`config.mk`:
```
export PLATFORM = sky130hd
export DESIGN_NAME = tick_monitor
export DESIGN_NICKNAME = d
export VERILOG_FILES = /design/src/rtl/tick_monitor.sv
export SDC_FILE = /design/constraint.sdc
export NUM_CORES = 1
export LEC_CHECK = 0
export CAP_MARGIN = 25
export CORE_MARGIN = 2
export CORE_UTILIZATION = 49
export DETAILED_ROUTE_END_ITERATION = 8
export PLACE_DENSITY = 0.79
export SETUP_SLACK_MARGIN = 0.05
export SLEW_MARGIN = 20
export SYNTH_ARGS = -nofsm -noshare
export SYNTH_HDL_FRONTEND = slang
export SYNTH_SLANG_ARGS = --single-unit
```
`constraint.sdc`:
```
create_clock -name clock -period 1.6 [get_ports clock]
set_input_delay 0.48 -clock clock [delete_from_list [all_inputs] [get_ports clock]]
set_output_delay 0.48 -clock clock [all_outputs]
set_load 0.02 [all_outputs]
```
`src/rtl/tick_monitor.sv`:
```
// tick_monitor: measures tick intervals, flags early/late ticks, raises a sticky alarm after MISS_LIMIT consecutive failures.
// Define TICK_MON_STATS_EN to implement the last_period and err_count statistics registers.
module tick_monitor #(
    parameter int TIME_us = 200,
    parameter int F_CLOCK_MHz = 125,
    parameter int TOL_CYCLES = 4,
    parameter int MISS_LIMIT = 3,
    localparam int N = TIME_us * F_CLOCK_MHz,
    localparam int CNT_W = $clog2(N + TOL_CYCLES + 2)
) (
    input  logic             clock,
    input  logic             reset_n,
    input  logic             enable,
    input  logic             tick_in,
    input  logic             clear_err,
    output logic             period_ok,
    output logic             early_err,
    output logic             late_err,
    output logic             alarm,
    output logic [CNT_W-1:0] last_period,
    output logic [7:0]       err_count
);
    localparam int RUN_W = $clog2(MISS_LIMIT + 1);
    localparam logic [CNT_W-1:0] ONE = CNT_W'(1);
    localparam logic [CNT_W-1:0] LO = CNT_W'(N - TOL_CYCLES);
    localparam logic [CNT_W-1:0] HI = CNT_W'(N + TOL_CYCLES);
    localparam logic [RUN_W-1:0] RUN_MAX = RUN_W'(MISS_LIMIT);

    typedef enum logic [1:0] {IDLE, ARM, MEASURE} state_t;

    state_t state, state_nx;
    logic [CNT_W-1:0] cnt, cnt_nx;
    logic [RUN_W-1:0] run, run_base, run_nx;
    logic ok_ev, early_ev, late_ev, err_ev;

    always_ff @(posedge clock or negedge reset_n) begin
        if (!reset_n) begin
            state <= IDLE;
            cnt   <= '0;
        end else begin
            state <= state_nx;
            cnt   <= cnt_nx;
        end
    end

    // A tick always restarts the count at 1, whether it arms or closes an interval.
    always_comb begin
        state_nx = !enable ? IDLE :
                   state == IDLE ? ARM :
                   state == ARM ? (tick_in ? MEASURE : ARM) :
                   (late_ev ? ARM : MEASURE);
        cnt_nx = state_nx == MEASURE ? (tick_in ? ONE : cnt + ONE) : '0;
    end

    always_comb begin
        ok_ev    = enable && state == MEASURE && tick_in && cnt >= LO;
        early_ev = enable && state == MEASURE && tick_in && cnt < LO;
        late_ev  = enable && state == MEASURE && !tick_in && cnt == HI;
        err_ev   = early_ev || late_ev;
        run_base = clear_err ? '0 : run;
        run_nx   = ok_ev ? '0 :
                   (err_ev && run_base != RUN_MAX) ? run_base + RUN_W'(1) : run_base;
    end

    always_ff @(posedge clock or negedge reset_n) begin
        if (!reset_n) begin
            period_ok <= 1'b0;
            early_err <= 1'b0;
            late_err  <= 1'b0;
            alarm     <= 1'b0;
            run       <= '0;
        end else begin
            period_ok <= ok_ev;
            early_err <= early_ev;
            late_err  <= late_ev;
            run       <= run_nx;
            alarm     <= (alarm && !clear_err) || (err_ev && run_nx == RUN_MAX);
        end
    end

`ifdef TICK_MON_STATS_EN
    logic [7:0] err_base;

    assign err_base = clear_err ? 8'd0 : err_count;

    always_ff @(posedge clock or negedge reset_n) begin
        if (!reset_n) begin
            last_period <= '0;
            err_count   <= '0;
        end else begin
            if (ok_ev || err_ev)
                last_period <= late_ev ? HI + ONE : cnt;
            err_count <= (err_ev && err_base != 8'hFF) ? err_base + 8'd1 : err_base;
        end
    end
`else
    assign last_period = '0;
    assign err_count   = '0;
`endif
endmodule

```
==> results of run 1 <==
[what timing repair did]
item | CTS | global route
setup endpoints to repair | 12 | 16
pin swaps | 4 | 6
gates resized for setup | 10 | 8
buffers inserted | 3 | 3
[per-layer routing]
layer / track usage / routed length [um]
met5: 0 / 0
met4: 0.04422 / 14
met3: 0.04608 / 106
met2: 0.3176 / 1463
met1: 0.2018 / 1080
[cells in the mapped netlist, drive strengths merged]
cell | count | share of area
o22ai | 1 | 0.0046
nand3 | 8 | 0.030
nor3 | 5 | 0.031
dfrtp | 23 | 0.43
xor2 | 7 | 0.046
xnor2 | 4 | 0.026
and3 | 4 | 0.019
o21bai | 1 | 0.0084
nor4 | 3 | 0.030
nand2b | 1 | 0.0046
a31oi | 1 | 0.0046
o21a | 1 | 0.0056
ha | 3 | 0.028
nand4b | 2 | 0.018
nand4 | 1 | 0.0046
o21ai | 3 | 0.011
inv | 6 | 0.017
nor2b | 2 | 0.0093
mux2i | 2 | 0.015
conb | 1 | 0.0028
or3 | 2 | 0.0093
o31ai | 1 | 0.0056
buf | 24 | 0.13
a21oi | 4 | 0.015
nor2 | 19 | 0.053
nor4b | 1 | 0.011
nand2 | 12 | 0.033
[per-stage QoR]
| step | std cells | setup slack (ns) |
|---|---|---|
| after floorplan | 164 | 0.1201 |
| after global placement | 195 | -0.1941 |
| after detailed placement | 195 | -0.3122 |
| after CTS | 202 | -0.1149 |
| after global routing | 205 | -0.1498 |
| final | 205 | -0.06857 |
[worst register-to-register path, delay by kind of cell, from the launching register on]
family | cells | cell delay (ns)
flops | 1 | 0.47
buf+inv | 2 | 0.34
compound gates | 1 | 0.04
simple gates | 4 | 0.73
[cell families after synthesis]
logic type,Yosys count
and+or+nand+nor,60
xor gates and xnor gates,11
muxes,2
DFF,23
AOI/OAI and AO/OA,12
buffers and inverters,30
other,1
adders and majority gates,3
[where the power goes]
group | total [mW] | switching [mW] | internal, mW
combinational | 0.127 | 0.0878 | 0.0394
sequential | 0.596 | 0.00716 | 0.589
clock | 0.262 | 0.165 | 0.0970
total | 0.985 | 0.259 | 0.725
[flip-flops by register name, summed over array words and instances, names as in the netlist]
signal / cells
late_err: 1
early_err: 1
run: 2
period_ok: 1
cnt: 15
alarm: 1
state: 2
[worst max path at each step]
| stage | from | to | slack (ns) | cells past startpoint |
|---|---|---|---|---|
| final | cnt[10] | cnt[0] | -0.07 | 7 |
| after CTS | cnt[1] | cnt[0] | -0.11 | 8 |
| after detailed placement | clear_err | run[0] | -0.31 | 5 |
| after floorplan | cnt[0] | run[0] | 0.12 | 7 |
| after global placement | clear_err | alarm | -0.19 | 7 |
| after global routing | cnt[10] | cnt[0] | -0.15 | 7 |
[area by class of cell]
type | instances | share of cell area
Multi-Input combinational cell | 111 | 0.4363
Sequential cell | 23 | 0.3579
Timing Repair Buffer | 30 | 0.1514
Tap cell | 31 | 0.02407
Clock buffer | 4 | 0.01630
Inverter | 6 | 0.01398
==> flow_summary.yaml, run 1 <==
sta:
  finalCritPeriodShare: 1.043
  whs_ns: 0.5203
  clock_skew_ns: 0.006424
  setup-violations-final: 5
  min_period_ns: 1.669
  slew_viol_final: 0
  tns_ns: -0.2247
  rsz0062_at_grt: "yes"
  setup_ws_ns: -0.06857
  max_clock_freq_mhz: 599.3
  hold_viol: 0
die:
  fp.dieArea_um2: 3183
  die_h_um: 56.42
  initial_utilization: 0.5012
  top_level_ports: 32
  core_um2: 2686
  rows: 19
  die_x_um: 56.42
final_layout:
  fin_nets: 183
  multi_input_area_um2: 703.2
  syn_to_final_growth_pct: 19.70
  final_common_cell: "conb_1"
  seq_area_um2: 576.8
  drive_above_1_share: 0.2471
  design_area_um2: 1612
  n_antenna_cell: 0
  most-common-layout-cells: "conb_1 (23), dfrtp_1 (22), buf_4 (21)"
  fill_cells: 227
  final_util: 0.5999
setup_path:
  worstReg2RegStart: "cnt[10]"
  critPathMaxStageDelay_ns: 0.47
  path_cells: "nor4_4 > buf_4 > nand4b_4 > nor3_4 > buf_4 > nand2b_4 > a21oi_1"
  worstSetupPathType: "flop to flop"
  cpMostUsedCell: "buf_4"
  worstPathArrival_ns: 1.87
  required_ns: 1.80
  crit_buf_inv: 2
  r2r_cells: 7
  ff2ff_setup_slack_ns: -0.07
  cpLargestDelayFamily: "simple AND/OR/NAND/NOR gates"
  crit_slowest_cell: "dfrtp_2"
  cp_max_fo: 5
  startpoint_type: "flop"
  end_kind: "flop"
  reg2reg_to: "cnt[0]"
power:
  irDropWorstVdd_uv: 573.9
  cellPowerDensity_nw_per_um2: 611.0
  p_leak_nw: 0.7724
  finalPower_mw: 0.9847
detailed_routing:
  wire_per_inst_um: 12.99
  vias: 996
  drc_errors: 0
  via_per_inst: 4.859
  drt_wl_total_mm: 2.663
  ant_nets: 0
  drt_iter0_drc: 19
  drtPass1Iterations: 4
clock_network:
  cts-root-buf: "clkbuf_4"
  hold_buffers: 0
  tritoncts: "done"
  clk_transition_reported_paths_ns: 0.12
  htree_levels: 1
  cts_made_buffers: 3
  cts_num_sinks: 23
  clk_latency_ns: 0.30
  ctsLongestPathBuffers: 2
yosys:
  ys_warn_count: 0
  synth.distinct_cells: 33
  yosys.area_share.simple: 0.2519
  synthMuxAreaShare: 0.01487
  synthAdderAreaFrac: 0.02788
  synth_top_family_by_area: "simple AND/OR/NAND/NOR gates"
  avgSynthCellArea_um2: 9.481
  synth_compound_gate_area_share: 0.05483
  synth_xor_area_frac: 0.07156
  ys_ff_latch: 23
  seq_area_frac_synth: 0.4275
  synthCells: 142
  syn_area_um2: 1346
status:
  outcome: "finished, violations left"
  violations: "negative setup slack"
grt:
  grt_pass1_wl_mm: 4.298
  overflow: 0
  antenna_found_initial: 0
  track_usage: 0.1743
  grt_start_max_net_pins: 24
  first_global_vias: 970
placement:
  port_buffers: 8
  place_area_um2: 1490
  gp_congestion: 0.7679
  dpl.hpwl_mm: 1.980
job:
  cap_violations: 0
worst_hold_path:
  min_path_type: "input pin to asynchronous set/reset pin"
No activity file was read; power rests on OpenSTA's default activity.
==> run 2: changes to the inputs <==
--- a/config.mk
+++ b/config.mk
@@ -10,6 +10,7 @@
 export CORE_UTILIZATION = 49
 export DETAILED_ROUTE_END_ITERATION = 8
 export PLACE_DENSITY = 0.79
+export RECOVER_POWER = 100
 export SETUP_SLACK_MARGIN = 0.05
 export SLEW_MARGIN = 20
 export SYNTH_ARGS = -nofsm -noshare
==> run 2 against run 1 <==
The flow still finishes with violations (negative setup slack). Final area shrank 0.54%. Register-to-register slack is essentially flat. Die area stayed put. Total power fell by 0.12%. Combinational power barely moved. Critical path type unchanged. Largest cell class unchanged.
==> flow_summary.yaml, run 2 (synthesis results as in run 1) <==
grt:
  first_global_vias: 970
  grt_start_max_net_pins: 24
  antenna_found_initial: 0
  overflow: 0
  grt_pass1_wl_mm: 4.298
  track_usage: 0.1743
clock_network:
  clk_transition_reported_paths_ns: 0.12
  cts_num_sinks: 23
  tritoncts: "done"
  htree_levels: 1
  ctsLongestPathBuffers: 2
  clk_latency_ns: 0.30
  cts_made_buffers: 3
  cts-root-buf: "clkbuf_4"
status:
  outcome: "finished, violations left"
  violations: "negative setup slack"
setup_path:
  worstSetupPathType: "flop to flop"
  required_ns: 1.80
  cpMostUsedCell: "buf_4"
  ff2ff_setup_slack_ns: -0.07
  critPathMaxStageDelay_ns: 0.47
  end_kind: "flop"
  worstReg2RegStart: "cnt[10]"
  reg2reg_to: "cnt[0]"
  cp-endpoint: "cnt[0]"
  crit_slowest_cell: "dfrtp_2"
  cp_max_fo: 5
  startpoint_type: "flop"
  worstPathArrival_ns: 1.87
  r2r_cells: 7
  cp-startpoint: "cnt[10]"
  path_cells: "nor4_4 > buf_4 > nand4b_4 > nor3_4 > buf_4 > nand2b_4 > a21oi_1"
die:
  die_x_um: 56.42
  top_level_ports: 32
  fp.dieArea_um2: 3183
  initial_utilization: 0.5012
  core_um2: 2686
  rows: 19
  die_h_um: 56.42
sta:
  max_slew.worst_pin.slew_ns: 0.5681
  setup-violations-final: 5
  slew_viol_final: 0
  hold_viol: 0
  clock_skew_ns: 0.006412
  max_clock_freq_mhz: 599.4
  min_period_ns: 1.668
  slew_headroom: 0.6212
  rsz0062_at_grt: "yes"
  whs_ns: 0.5310
  finalCritPeriodShare: 1.043
  setup_ws_ns: -0.06820
power:
  combPwrFrac: 0.128
  p_leak_nw: 0.7705
  switching_share: 0.2640
  p_int_mw: 0.7239
  cellPowerDensity_nw_per_um2: 613.6
  irDropWorstVdd_uv: 574.0
  sequentialPowerShare: 0.606
  power.switching_mw: 0.2596
  p_clk_frac: 0.266
  finalPower_mw: 0.9835
placement:
  dpl.hpwl_mm: 1.980
  dp_cells: 195
  port_buffers: 8
  place_ws_ns: -0.3122
  gp_congestion: 0.7679
final_layout:
  top_register: "cnt"
  largest_reg_flops: 15
  final_cells: 205
  most-common-layout-cells: "conb_1 (23), dfrtp_1 (22), buf_4 (20)"
  reg_top3: "cnt (15), run (2), state (2)"
  syn_to_final_growth_pct: 19.05
  final_common_cell: "conb_1"
  fin_nets: 183
  drive_above_1_share: 0.2414
  n_antenna_cell: 0
detailed_routing:
  via_per_inst: 4.873
  drt_wl_total_mm: 2.657
  drc_errors: 0
  drtPass1Iterations: 4
  drt_iter0_drc: 18
  wire_per_inst_um: 12.96
  ant_nets: 0
  vias: 999
job:
  cap_violations: 0
worst_hold_path:
  min_path_type: "flop to flop"
run 2: cell count changes in the layout (fill, tap and decap cells not counted), sizes merged:
cell	previous run	this run
clkdlybuf4s50	4	3
dlygate4sd3	0	1
buf	22	21
clkbuf	4	5
run 2: worst min-delay path by stage:
| stage | from | to | slack, ns | depth (start not counted) |
|---|---|---|---|---|
| floorplan | reset_n | alarm | 0.18 | 0 |
| global placement | alarm | alarm | 0.53 | 2 |
| detailed placement | alarm | alarm | 0.52 | 2 |
| CTS | reset_n | cnt[2] | 0.53 | 2 |
| global route | alarm | alarm | 0.57 | 2 |
| finish | alarm | alarm | 0.53 | 2 |
run 2: power groups by stage:
stage                     registers, mW  logic (mW)  clock network [mW]
after global placement            0.605       0.115                   0
after CTS                         0.596       0.125               0.270
after global routing              0.598       0.138               0.294
final                             0.596       0.126               0.262
after detailed placement          0.606       0.119                   0
after floorplan                   0.606       0.115                   0
run 2: area by class of cell:
type                    count  area [um^2]
multi-input cells         111        696.9
fillers                   230         1084
repair buffers             30        241.5
flip-flops and latches     23        576.8
clock buffers               4        26.28
well taps                  31        38.79
inverters                   6        22.52
run 2: metal layers:
metal / wire length, um / up-vias / part of all wire / GRT usage
met1: 1074 / 481 / 0.40 / 0.2018
met5: 0 / - / 0 / 0
met4: 14 / 0 / 0.0053 / 0.04422
li1: - / 491 / - / -
met2: 1462 / 23 / 0.55 / 0.3176
met3: 106 / 4 / 0.040 / 0.04608
run 2: critical path, delay by kind of cell, from the launching register on:
family / cells / cell delay [ns]
flops: 1 / 0.47
simple gates: 4 / 0.73
buf+inv: 2 / 0.34
compound gates: 1 / 0.04
run 2: stage by stage:
| step | utilization | TNS, ns | area [um^2] |
|---|---|---|---|
| 4_1_cts | 0.5841 | -0.6019 | 1569 |
| 3_5_place_dp | 0.5547 | -1.996 | 1490 |
| 3_3_place_gp | 0.5547 | -0.7765 | 1490 |
| 6_report | 0.5966 | -0.2225 | 1603 |
| 5_1_grt | 0.5966 | -0.8140 | 1603 |
| 2_1_floorplan | - | 0 | 1429 |
run 2: repair_timing:
item,4_1_cts,5_1_grt
hold buffers,0,0
setup endpoints to repair,12,16
buffers inserted,3,3
gates resized for setup,10,8
pin swaps,4,6
==> run 3: changes to the inputs <==
--- a/config.mk
+++ b/config.mk
@@ -6,10 +6,12 @@
 export NUM_CORES = 1
 export LEC_CHECK = 0
 export CAP_MARGIN = 25
+export CELL_PAD_IN_SITES_DETAIL_PLACEMENT = 0
+export CELL_PAD_IN_SITES_GLOBAL_PLACEMENT = 2
 export CORE_MARGIN = 2
-export CORE_UTILIZATION = 49
+export CORE_UTILIZATION = 29
 export DETAILED_ROUTE_END_ITERATION = 8
-export PLACE_DENSITY = 0.79
+export PLACE_DENSITY = 0.77
 export RECOVER_POWER = 100
 export SETUP_SLACK_MARGIN = 0.05
 export SLEW_MARGIN = 20
==> run 3 against run 2 <==
The run now ends clean. Total power grew 12%. Sequential power about the same. Global-route usage fell by 6.2 points. Clock skew decreased by 0.00065 ns. Setup slack better by 0.074 ns. Count of clock-buffer cells in the layout is 1 lower.
==> flow_summary.yaml, run 3 (synthesis results as in run 1) <==
setup_path:
  cp_max_fo: 5
  ff2ff_setup_slack_ns: 0.005
  required_ns: 1.79
  cp-endpoint: "run[1]"
  crit_slowest_cell: "dfrtp_1"
  reg2reg_to: "run[1]"
  worstSetupPathType: "flop to flop"
  r2r_cells: 7
  path_cells: "inv_2 > ha_4 > nor4b_4 > nand4b_4 > nor3_4 > o21bai_2 > mux2i_1"
  worstReg2RegStart: "cnt[0]"
  worstPathArrival_ns: 1.78
  startpoint_type: "flop"
  cp-startpoint: "cnt[0]"
  end_kind: "flop"
  critPathMaxStageDelay_ns: 0.40
placement:
  port_buffers: 8
  gp_congestion: 0.7302
  place_ws_ns: -0.2590
  place_area_um2: 1531
  dpl.hpwl_mm: 1.906
final_layout:
  n_antenna_cell: 0
  final_util: 0.3940
  fill_cells: 443
  most-common-layout-cells: "conb_1 (23), buf_4 (22), dfrtp_1 (21)"
  top_register: "cnt"
  final_common_cell: "conb_1"
  syn_to_final_growth_pct: 29.18
  design_area_um2: 1739
  largest_reg_flops: 15
  drive_above_1_share: 0.2994
  reg_top3: "cnt (15), run (2), state (2)"
  seq_area_um2: 578.1
  multi_input_area_um2: 764.5
  fin_nets: 186
status:
  outcome: "finished clean"
detailed_routing:
  ant_nets: 0
  vias: 999
  drtPass1Iterations: 4
  via_per_inst: 4.362
  drc_errors: 0
  wire_per_inst_um: 11.53
  drt_wl_total_mm: 2.641
  drt_iter0_drc: 52
sta:
  min_period_ns: 1.595
  max_clock_freq_mhz: 627.1
  hold_viol: 0
  whs_ns: 0.5172
  clock_skew_ns: 0.005765
  slew_viol_final: 0
  finalCritPeriodShare: 0.9966
  setup-violations-final: 0
  tns_ns: 0
  slew_headroom: 0.6067
  rsz0062_at_grt: "yes"
  setup_ws_ns: 0.005448
  max_slew.worst_pin.slew_ns: 0.5899
die:
  core_um2: 4414
  rows: 24
  top_level_ports: 32
  fp.dieArea_um2: 5203
  die_h_um: 72.14
  initial_utilization: 0.3050
  die_x_um: 72.14
worst_hold_path:
  min_path_type: "input pin to flop"
clock_network:
  cts-root-buf: "clkbuf_8"
  ctsLongestPathBuffers: 2
  hold_buffers: 0
  htree_levels: 1
  cts_made_buffers: 3
  cts_num_sinks: 23
  clk_latency_ns: 0.27
  tritoncts: "done"
  clk_transition_reported_paths_ns: 0.09
power:
  p_leak_nw: 0.8150
  cellPowerDensity_nw_per_um2: 632.9
  irDropWorstVdd_uv: 263.2
grt:
  first_global_vias: 1026
  track_usage: 0.1125
  overflow: 0
  grt_pass1_wl_mm: 4.678
  grt_start_max_net_pins: 24
  antenna_found_initial: 0
job:
  cap_violations: 0
## run 3: power by group
part | switching [mW] | internal (mW)
logic | 0.0917 | 0.0454
clock network | 0.195 | 0.174
registers | 0.00690 | 0.588
## run 3: layout make-up
class / count / area share
Clock inverter: 1 / 0.002878
Timing Repair Buffer: 33 / 0.1511
Multi-Input combinational cell: 111 / 0.4396
Clock buffer: 3 / 0.02374
Tap cell: 52 / 0.03741
Inverter: 6 / 0.01295
Sequential cell: 23 / 0.3324
## run 3: critical path: cells and delay by family, from the launching register on
kind / cells / cell delay (ns)
AND/OR/NAND/NOR: 3 / 0.60
flip-flops: 1 / 0.40
multiplexers: 1 / 0.19
AO/OA/AOI/OAI: 1 / 0.13
adder cells (fa/ha/maj): 1 / 0.12
buffers and inverters: 1 / 0.09
## run 3: stage by stage
stage | cells | power (mW)
floorplan | 164 | 0.7212
global placement | 218 | 0.7219
detailed placement | 218 | 0.7240
CTS | 228 | 1.106
global route | 229 | 1.150
finish | 229 | 1.101
## run 3: how the worst min path moves through the flow
stage               cells past startpoint        to  slack [ns]     from
floorplan                               0     alarm        0.18  reset_n
CTS                                     2     alarm        0.54    alarm
detailed placement                      2     alarm        0.53    alarm
finish                                  2  state[0]        0.52   enable
global placement                        2     alarm        0.52    alarm
global route                            2  state[0]        0.53   enable
## run 3: repair_timing
| action | 4_1_cts | 5_1_grt |
|---|---|---|
| setup endpoints to repair | 9 | 21 |
| pin swaps | 8 | 6 |
| resized for setup | 15 | 19 |
| buffers inserted | 6 | 2 |
## run 3: routing by layer
metal	vias to the layer above	track usage	wire, um
li1	495	-	-
met1	480	0.1382	1165
met2	22	0.2069	1380
met3	2	0.01667	84
met4	0	0.02516	10
met5	-	0	0
